==> config.mk <==
export PLATFORM = sky130hd
export DESIGN_NAME = audio_sfx_scheduler
export DESIGN_NICKNAME = d
export VERILOG_FILES = /design/src/rtl/audio_pkg.sv /design/src/rtl/audio_prio_picker.sv /design/src/rtl/audio_sfx_scheduler.sv
export SDC_FILE = /design/constraint.sdc
export NUM_CORES = 1
export LEC_CHECK = 0
export ABC_AREA = 1
export BUFFER_PORTS_ARGS = -buffer_cell sky130_fd_sc_hd__buf_4
export CAP_MARGIN = 20
export CORE_ASPECT_RATIO = 2
export CORE_MARGIN = 3
export CORE_UTILIZATION = 48
export DETAILED_ROUTE_END_ITERATION = 7
export PLACE_DENSITY = 0.67
export SETUP_SLACK_MARGIN = 0.1
export SLEW_MARGIN = 20
export SYNTH_ARGS = -nofsm -noshare
export SYNTH_HDL_FRONTEND = slang
export SYNTH_SLANG_ARGS = --single-unit
==> constraint.sdc <==
create_clock -name clk -period 1.65 [get_ports clk]
set_clock_uncertainty 0.05 [all_clocks]
set_input_delay 0.33 -clock clk [delete_from_list [all_inputs] [get_ports clk]]
set_output_delay 0.33 -clock clk [all_outputs]
set_load 0.02 [all_outputs]
==> src/rtl/audio_pkg.sv <==
// rtl/audio_pkg.sv - shared types and constants for the sound-effect scheduler
package audio_pkg;

  // Scheduler states; RESTART is only reachable when AUDIO_PREEMPT_EN is defined
  typedef enum logic [1:0] {
    IDLE    = 2'd0,
    PLAY    = 2'd1,
    GAP     = 2'd2,
    RESTART = 2'd3
  } sched_state_t;

  // Clip ids presented to the engine; requester i plays clip i+1
  localparam int CLIP_NONE = 0;
  localparam int CLIP_SFX1 = 1;
  localparam int CLIP_SFX2 = 2;
  localparam int CLIP_SFX3 = 3;

  // Counter width helper that never returns zero (a 1-value counter still needs one bit)
  function automatic int clog2_min1(input int value);
    return ($clog2(value) < 1) ? 1 : $clog2(value);
  endfunction

endpackage

==> src/rtl/audio_prio_picker.sv <==
// rtl/audio_prio_picker.sv - combinational highest-set-index picker over the pending bits
module audio_prio_picker #(
  parameter int N_REQ = 3,
  parameter int IDX_W = 2
) (
  input  logic [N_REQ-1:0] i_pending,
  output logic             o_valid,
  output logic [IDX_W-1:0] o_idx
);

  // Ascending scan so the last (highest) set bit wins
  always_comb begin
    o_valid = |i_pending;
    o_idx   = '0;
    for (int i = 0; i < N_REQ; i++) begin
      if (i_pending[i]) begin
        o_idx = IDX_W'(i);
      end
    end
  end

endmodule

==> src/rtl/audio_sfx_scheduler.sv <==
// rtl/audio_sfx_scheduler.sv - arbitrates game sound requests onto one PWM engine; AUDIO_PREEMPT_EN enables preemption
module audio_sfx_scheduler
  import audio_pkg::*;
#(
  parameter int N_REQ          = 3,
  parameter int SEL_W          = 2,
  parameter int GAP_CYCLES     = 1000,
  parameter int TIMEOUT_CYCLES = 50000000
) (
  input  logic             clk,
  input  logic             reset_n,
  input  logic [N_REQ-1:0] req,
  input  logic             playback_complete,
  output logic             en,
  output logic [SEL_W-1:0] effective_select,
  output logic             busy,
  output logic             timeout_err,
  output logic [N_REQ-1:0] pending
);

  localparam int IDX_W = clog2_min1(N_REQ);
  localparam int WD_W  = clog2_min1(TIMEOUT_CYCLES);
  localparam int GAP_W = clog2_min1(GAP_CYCLES);

  sched_state_t     r_state;
  sched_state_t     w_next_state;
  logic [N_REQ-1:0] r_pending;
  logic [SEL_W-1:0] r_sel;
  logic             r_en;
  logic             r_busy;
  logic             r_timeout_err;
  logic [WD_W-1:0]  r_wd;
  logic [GAP_W-1:0] r_gap;

  logic [N_REQ-1:0] w_pending_d;
  logic [SEL_W-1:0] w_sel_d;
  logic             w_en_d;
  logic             w_timeout_err_d;
  logic [WD_W-1:0]  w_wd_d;
  logic [GAP_W-1:0] w_gap_d;

  logic             w_pick_valid;
  logic [IDX_W-1:0] w_pick_idx;
  logic             w_wd_limit;

`ifdef AUDIO_PREEMPT_EN
  logic [IDX_W-1:0] r_cur_idx;
  logic [IDX_W-1:0] w_cur_idx_d;
  logic             w_preempt;
`endif

  audio_prio_picker #(
    .N_REQ (N_REQ),
    .IDX_W (IDX_W)
  ) u_picker (
    .i_pending (r_pending),
    .o_valid   (w_pick_valid),
    .o_idx     (w_pick_idx)
  );

  assign w_wd_limit = (r_wd == WD_W'(TIMEOUT_CYCLES - 1));

`ifdef AUDIO_PREEMPT_EN
  assign w_preempt = (r_state == PLAY) && w_pick_valid && (w_pick_idx > r_cur_idx);
`endif

  // State register
  always_ff @(posedge clk or negedge reset_n) begin
    if (!reset_n) begin
      r_state <= IDLE;
    end else begin
      r_state <= w_next_state;
    end
  end

  // Next-state decision; preemption outranks completion and timeout in the same cycle
  always_comb begin
    w_next_state = r_state;
    case (r_state)
      IDLE: begin
        if (w_pick_valid) w_next_state = PLAY;
      end
      PLAY: begin
`ifdef AUDIO_PREEMPT_EN
        if (w_preempt) w_next_state = RESTART;
        else
`endif
        if (playback_complete || w_wd_limit) w_next_state = GAP;
      end
      GAP: begin
        if (r_gap == '0) w_next_state = IDLE;
      end
`ifdef AUDIO_PREEMPT_EN
      RESTART: begin
        w_next_state = w_pick_valid ? PLAY : IDLE;
      end
`endif
      default: w_next_state = IDLE;
    endcase
  end

  // Next values of the registered outputs and counters; grant clears beat new sets
  always_comb begin
    w_pending_d     = r_pending | req;
    w_sel_d         = r_sel;
    w_en_d          = r_en;
    w_timeout_err_d = 1'b0;
    w_wd_d          = r_wd;
    w_gap_d         = r_gap;
`ifdef AUDIO_PREEMPT_EN
    w_cur_idx_d     = r_cur_idx;
`endif
    case (r_state)
`ifdef AUDIO_PREEMPT_EN
      IDLE, RESTART: begin
`else
      IDLE: begin
`endif
        if (w_pick_valid) begin
          w_en_d                  = 1'b1;
          w_sel_d                 = SEL_W'(w_pick_idx) + SEL_W'(1);
          w_pending_d[w_pick_idx] = 1'b0;
          w_wd_d                  = '0;
`ifdef AUDIO_PREEMPT_EN
          w_cur_idx_d             = w_pick_idx;
`endif
        end else begin
          w_en_d  = 1'b0;
          w_sel_d = SEL_W'(CLIP_NONE);
        end
      end
      PLAY: begin
        if (w_next_state == GAP) begin
          w_en_d          = 1'b0;
          w_sel_d         = SEL_W'(CLIP_NONE);
          w_gap_d         = GAP_W'(GAP_CYCLES - 1);
          w_timeout_err_d = !playback_complete;
        end
`ifdef AUDIO_PREEMPT_EN
        else if (w_next_state == RESTART) begin
          // Select held so the engine only sees an enable drop
          w_en_d = 1'b0;
        end
`endif
        else begin
          // Only reached below the limit, so the watchdog cannot wrap
          w_wd_d = r_wd + WD_W'(1);
        end
      end
      GAP: begin
        w_en_d = 1'b0;
        if (r_gap != '0) w_gap_d = r_gap - GAP_W'(1);
      end
      default: begin
        w_en_d  = 1'b0;
        w_sel_d = SEL_W'(CLIP_NONE);
      end
    endcase
  end

  // Output and counter registers
  always_ff @(posedge clk or negedge reset_n) begin
    if (!reset_n) begin
      r_pending     <= '0;
      r_sel         <= SEL_W'(CLIP_NONE);
      r_en          <= 1'b0;
      r_busy        <= 1'b0;
      r_timeout_err <= 1'b0;
      r_wd          <= '0;
      r_gap         <= '0;
`ifdef AUDIO_PREEMPT_EN
      r_cur_idx     <= '0;
`endif
    end else begin
      r_pending     <= w_pending_d;
      r_sel         <= w_sel_d;
      r_en          <= w_en_d;
      r_busy        <= (w_next_state != IDLE);
      r_timeout_err <= w_timeout_err_d;
      r_wd          <= w_wd_d;
      r_gap         <= w_gap_d;
`ifdef AUDIO_PREEMPT_EN
      r_cur_idx     <= w_cur_idx_d;
`endif
    end
  end

  assign en               = r_en;
  assign effective_select = r_sel;
  assign busy             = r_busy;
  assign timeout_err      = r_timeout_err;
  assign pending          = r_pending;

endmodule

==> results <==
- The run finished, with violations left.
- The final reports fail on hold timing, setup timing.
- The number of buffers created by CTS is 5.
- The tightest hold margin is -0.0182 ns.
- The setup check on the worst reg-to-reg path leaves a slack of -0.05 ns.
- The final hold violation count is 19.
- The internal power is 3.18 mW.
- The share of total power in the clock network is 0.169.
- The sequential-to-total area share from yosys stat is 0.389.
- The critical setup path kind is flip-flop to flip-flop.
- Measured against its own limit, the worst slew margin works out to 0.604.
- Of the post-synthesis cell area, the dominant cell type holds 0.389.
- After detailed routing, the number of vias per cell comes to 5.35.
- Entering global routing, the biggest net connects 47 pins.
- After clock tree synthesis, the clock-pin slew on the worst setup and hold paths is approximately 0.07 ns.
- Pin placement for this block handled 14 I/O pins.
- Of the available clock period, the critical path in the final layout requires 1.03.
- The residual antenna-violating net count after detailed routing is 0.
- The gate count of the mapped netlist is 436.
- The starting density of the core is 0.505.
- Of the total power, the share spent switching nets is 0.467.
- Port buffering added 13 buffers.
- The post-synth net total is 445.
- The number of non-filler instances in the completed layout is about 560.
- The per-cell routed wire length is 15.3 um.
- Counting flops with a built-in enable in the synthesized netlist gives 0.
- The first global-routing pass estimated 13900 um of wire.
- The initial DRC count is roughly 130.
- The later pin in the worst-skew pair is clocked with a latency of roughly 0.3 ns.
- The synthesized netlist occupies a cell area of 2960 sq um.
- Summed over all cells, the static leakage comes to 1.82 nW.
- The deepest clock path buffer count is 2.
- The chip height is 117 um.
- Counting tap cells, the placed design contains a total of 535 instances.
- After floorplanning, the core was sized to cover slightly below 6000 sq um.
- Timing would allow up to 589 MHz.
- The net count of the finished layout is 506.
- The floorplan has 39 rows.
- The proportion of synthesized flip-flops having asynchronous set or reset is 1.00.
- The data arrival time of the worst path is 1.83 ns.
- For this run, the leading register cell type out of synthesis is dfrtp_1.
- After global routing the overflow that remains totals 0.
- The total inserted antenna cells is 0.
- The Yosys warning count is 0.
- For this run, the detailed router's first-pass iteration total came to 4.
- After routing, the total negative slack on setup checks comes to -0.485 ns.
- Of all nets on the critical path, the largest fanout is 12.
- Clock tree synthesis found a total of 46 sinks.
- The layout cell share with drive strength beyond 1 is 0.311.
- The post-route cell area is 3980 sq um.
- The average footprint of a synthesized cell is just under 7 sq um.
- The number of global-route vias before repair is 3173.
- The most numerous cell in the Yosys netlist is nand2_1.
- Wires add up to 8560 um.
- The share of total power dissipated in combinational logic is 0.561.
- The multi-input logic area is 1940 sq um.
- The post-synthesis sequential element count is 46.
- Summing over every cut layer, the via total after detailed routing is 2992.
- In the synthesized netlist, the cells that appear most often are nand2_1, nor2_1, dfrtp_1, nand3_1, inv_1.
- The highest ir drop seen on vdd is 1.85 mV.
- TritonCTS built the clock tree.
- Sorting the synthesized cells by area gives the leading types as dfrtp_1, nand2_1, nor2_1.
- In this run the power density over the cells is 1500 nW/um^2.
- The clock tree root buffer cell is clkbuf_16.
- The analysis attributes to net switching a power of 2.79 mW.
- The number of fillers in the final layout is slightly below 500.
- The kind of start point of the critical path is a flip-flop.
- The area growth from synthesis to final layout is 34.6%.
- Summed over all nets, the half-perimeter wirelength after detailed placement is 5760 um.
- The part of the power in registers is 0.270.
- The final setup violation count is 20.
- The most area-hungry cell type in the Yosys netlist is dfrtp_1.
- Synthesis instantiated 30 different standard cells from the library.
- The die area is 7190 sq um.
- For the worst setup path, the data required time is 1.78 ns.
- STA classifies the critical path endpoint as a flip-flop.
- The max-cap check violation count is 0.
- The time the final worst path needs with I/O delays and setup is 1.70 ns.
- The sequential cell area in the final layout is ~1200 sq um.
- For the pin with the worst max-slew slack, the measured transition is 0.594 ns.
- Measured along the x axis, the die boundary spans about 60 um.
- The path class of the tightest hold or removal check is input pin to asynchronous set/reset pin.
- The DRC violations left is 0.
- Once routing completed, OpenROAD measured the worst setup slack at -0.0471 ns.
- The H-tree was split into 2 levels.
- The number of pins exceeding their max-slew limit in the final report came to 0.
- Setup repair after global routing could not meet its margin everywhere.
- The placer congestion estimate is around 0.9.
- The global-route usage over all layers is 0.264.
- Once placement finished, the instance area stood at 3370 sq um.
- The initial antenna violation count was 0.
state kept, by name (all words and copies together), names as in the netlist:
signal            cells
r_gap                10
r_wd                 26
effective_select      2
en                    1
timeout_err           1
busy                  1
r_state               2
pending               3
worst max-delay path: stages (launching register included):
cell and delay [ns]:
dfrtp_1 0.43, ha_4 0.19, nand3_4 0.09, clkinv_4 0.07, nand2_4 0.06, nor2_4 0.04, nand2_2 0.08, nand3_4 0.12
buf_12 0.17, buf_12 0.15, nand3_1 0.07, nand2_1 0.05
repair_timing:
action / in CTS / in global routing
hold buffers: 0 / 0
setup buffers: 8 / 5
gates cloned: 5 / 0
setup endpoints to repair: 41 / 41
pin swaps: 5 / 9
gates resized for setup: 32 / 55
per-layer routing:
metal / wire, um / track usage
met4: 533 / 0.201
met1: 3010 / 0.255
met3: 257 / 0.0340
met5: 0 / 0
met2: 4750 / 0.475
through the flow:
| stage | power, mW | hold slack (ns) | utilization | setup WS [ns] |
|---|---|---|---|---|
| after floorplan | 3.20 | -0.0156 | - | 0.0757 |
| after global placement | 3.97 | 0.325 | 0.575 | -0.0353 |
| after detailed placement | 4.03 | 0.330 | 0.575 | -0.0675 |
| after CTS | 5.76 | 0.0152 | 0.649 | -0.0148 |
| after global routing | 6.30 | 0.0304 | 0.680 | -0.162 |
| final | 5.97 | -0.0182 | 0.680 | -0.0471 |
path summary, 6_finish.rpt:
check	from	to	cells after the start
max	r_wd[1]	r_wd[16]	11
min in group clk	req[2]	pending[2]	3
max in group asynchronous	reset_n	r_wd[19]	1
min	reset_n	timeout_err	1
max reg2reg	r_wd[1]	r_wd[16]	11
min reg2reg	effective_select[1]	effective_select[1]	2
layout by cell type (no fill, tap or decap):
cell type	Yosys	final
nand2_1	164	148
nor2_1	82	68
buf_4	3	53
dfrtp_1	46	36
inv_1	31	28
nand3_1	45	25
nand3_2	1	21
nor2_2	2	14
dfrtp_2	0	10
nand2_2	0	9
o21ai_2	8	8
xnor2_1	8	8
xor2_1	8	8
nand2_4	2	7
inv_2	2	6
nand2_8	0	6
clkbuf_16	0	5
buf_12	0	5
o21ai_0	6	4
nor2_4	1	3
and3b_1	3	3
nand3_4	2	2
nand4_1	2	2
nor3_1	2	2
o21ai_1	1	2
and3_1	2	2
ha_1	3	2
clkbuf_1	3	2
buf_6	3	2
clkinv_4	0	1
a31oi_1	1	1
o22ai_1	1	1
o21ai_4	0	1
a21oi_1	1	1
ha_4	0	1
clkinvlp_4	0	1
power groups by stage:
| stage | clock [mW] | sequential (mW) | combinational [mW] |
|---|---|---|---|
| floorplan | 0 | 1.69 | 1.51 |
| global placement | 0 | 1.59 | 2.38 |
| detailed placement | 0 | 1.60 | 2.42 |
| CTS | 1.02 | 1.59 | 3.16 |
| global route | 1.04 | 1.64 | 3.62 |
| finish | 1.01 | 1.61 | 3.35 |
area by class of cell:
class | instances | share of cell area
clock buffers | 7 | 0.0333
clock inverters | 1 | 0.00189
inverters | 35 | 0.0343
multi-input cells | 349 | 0.488
flip-flops and latches | 46 | 0.292
well taps | 61 | 0.0192
repair buffers | 60 | 0.131
cells by family after synthesis:
kind of cell	synth area share
buffers and inverters	0.0690
AO/OA/AOI/OAI	0.0415
AND/OR/NAND/NOR	0.440
flip-flops	0.389
XOR/XNOR	0.0474
adder cells (fa/ha/maj)	0.0127
No activity file was read; power rests on OpenSTA's default activity.
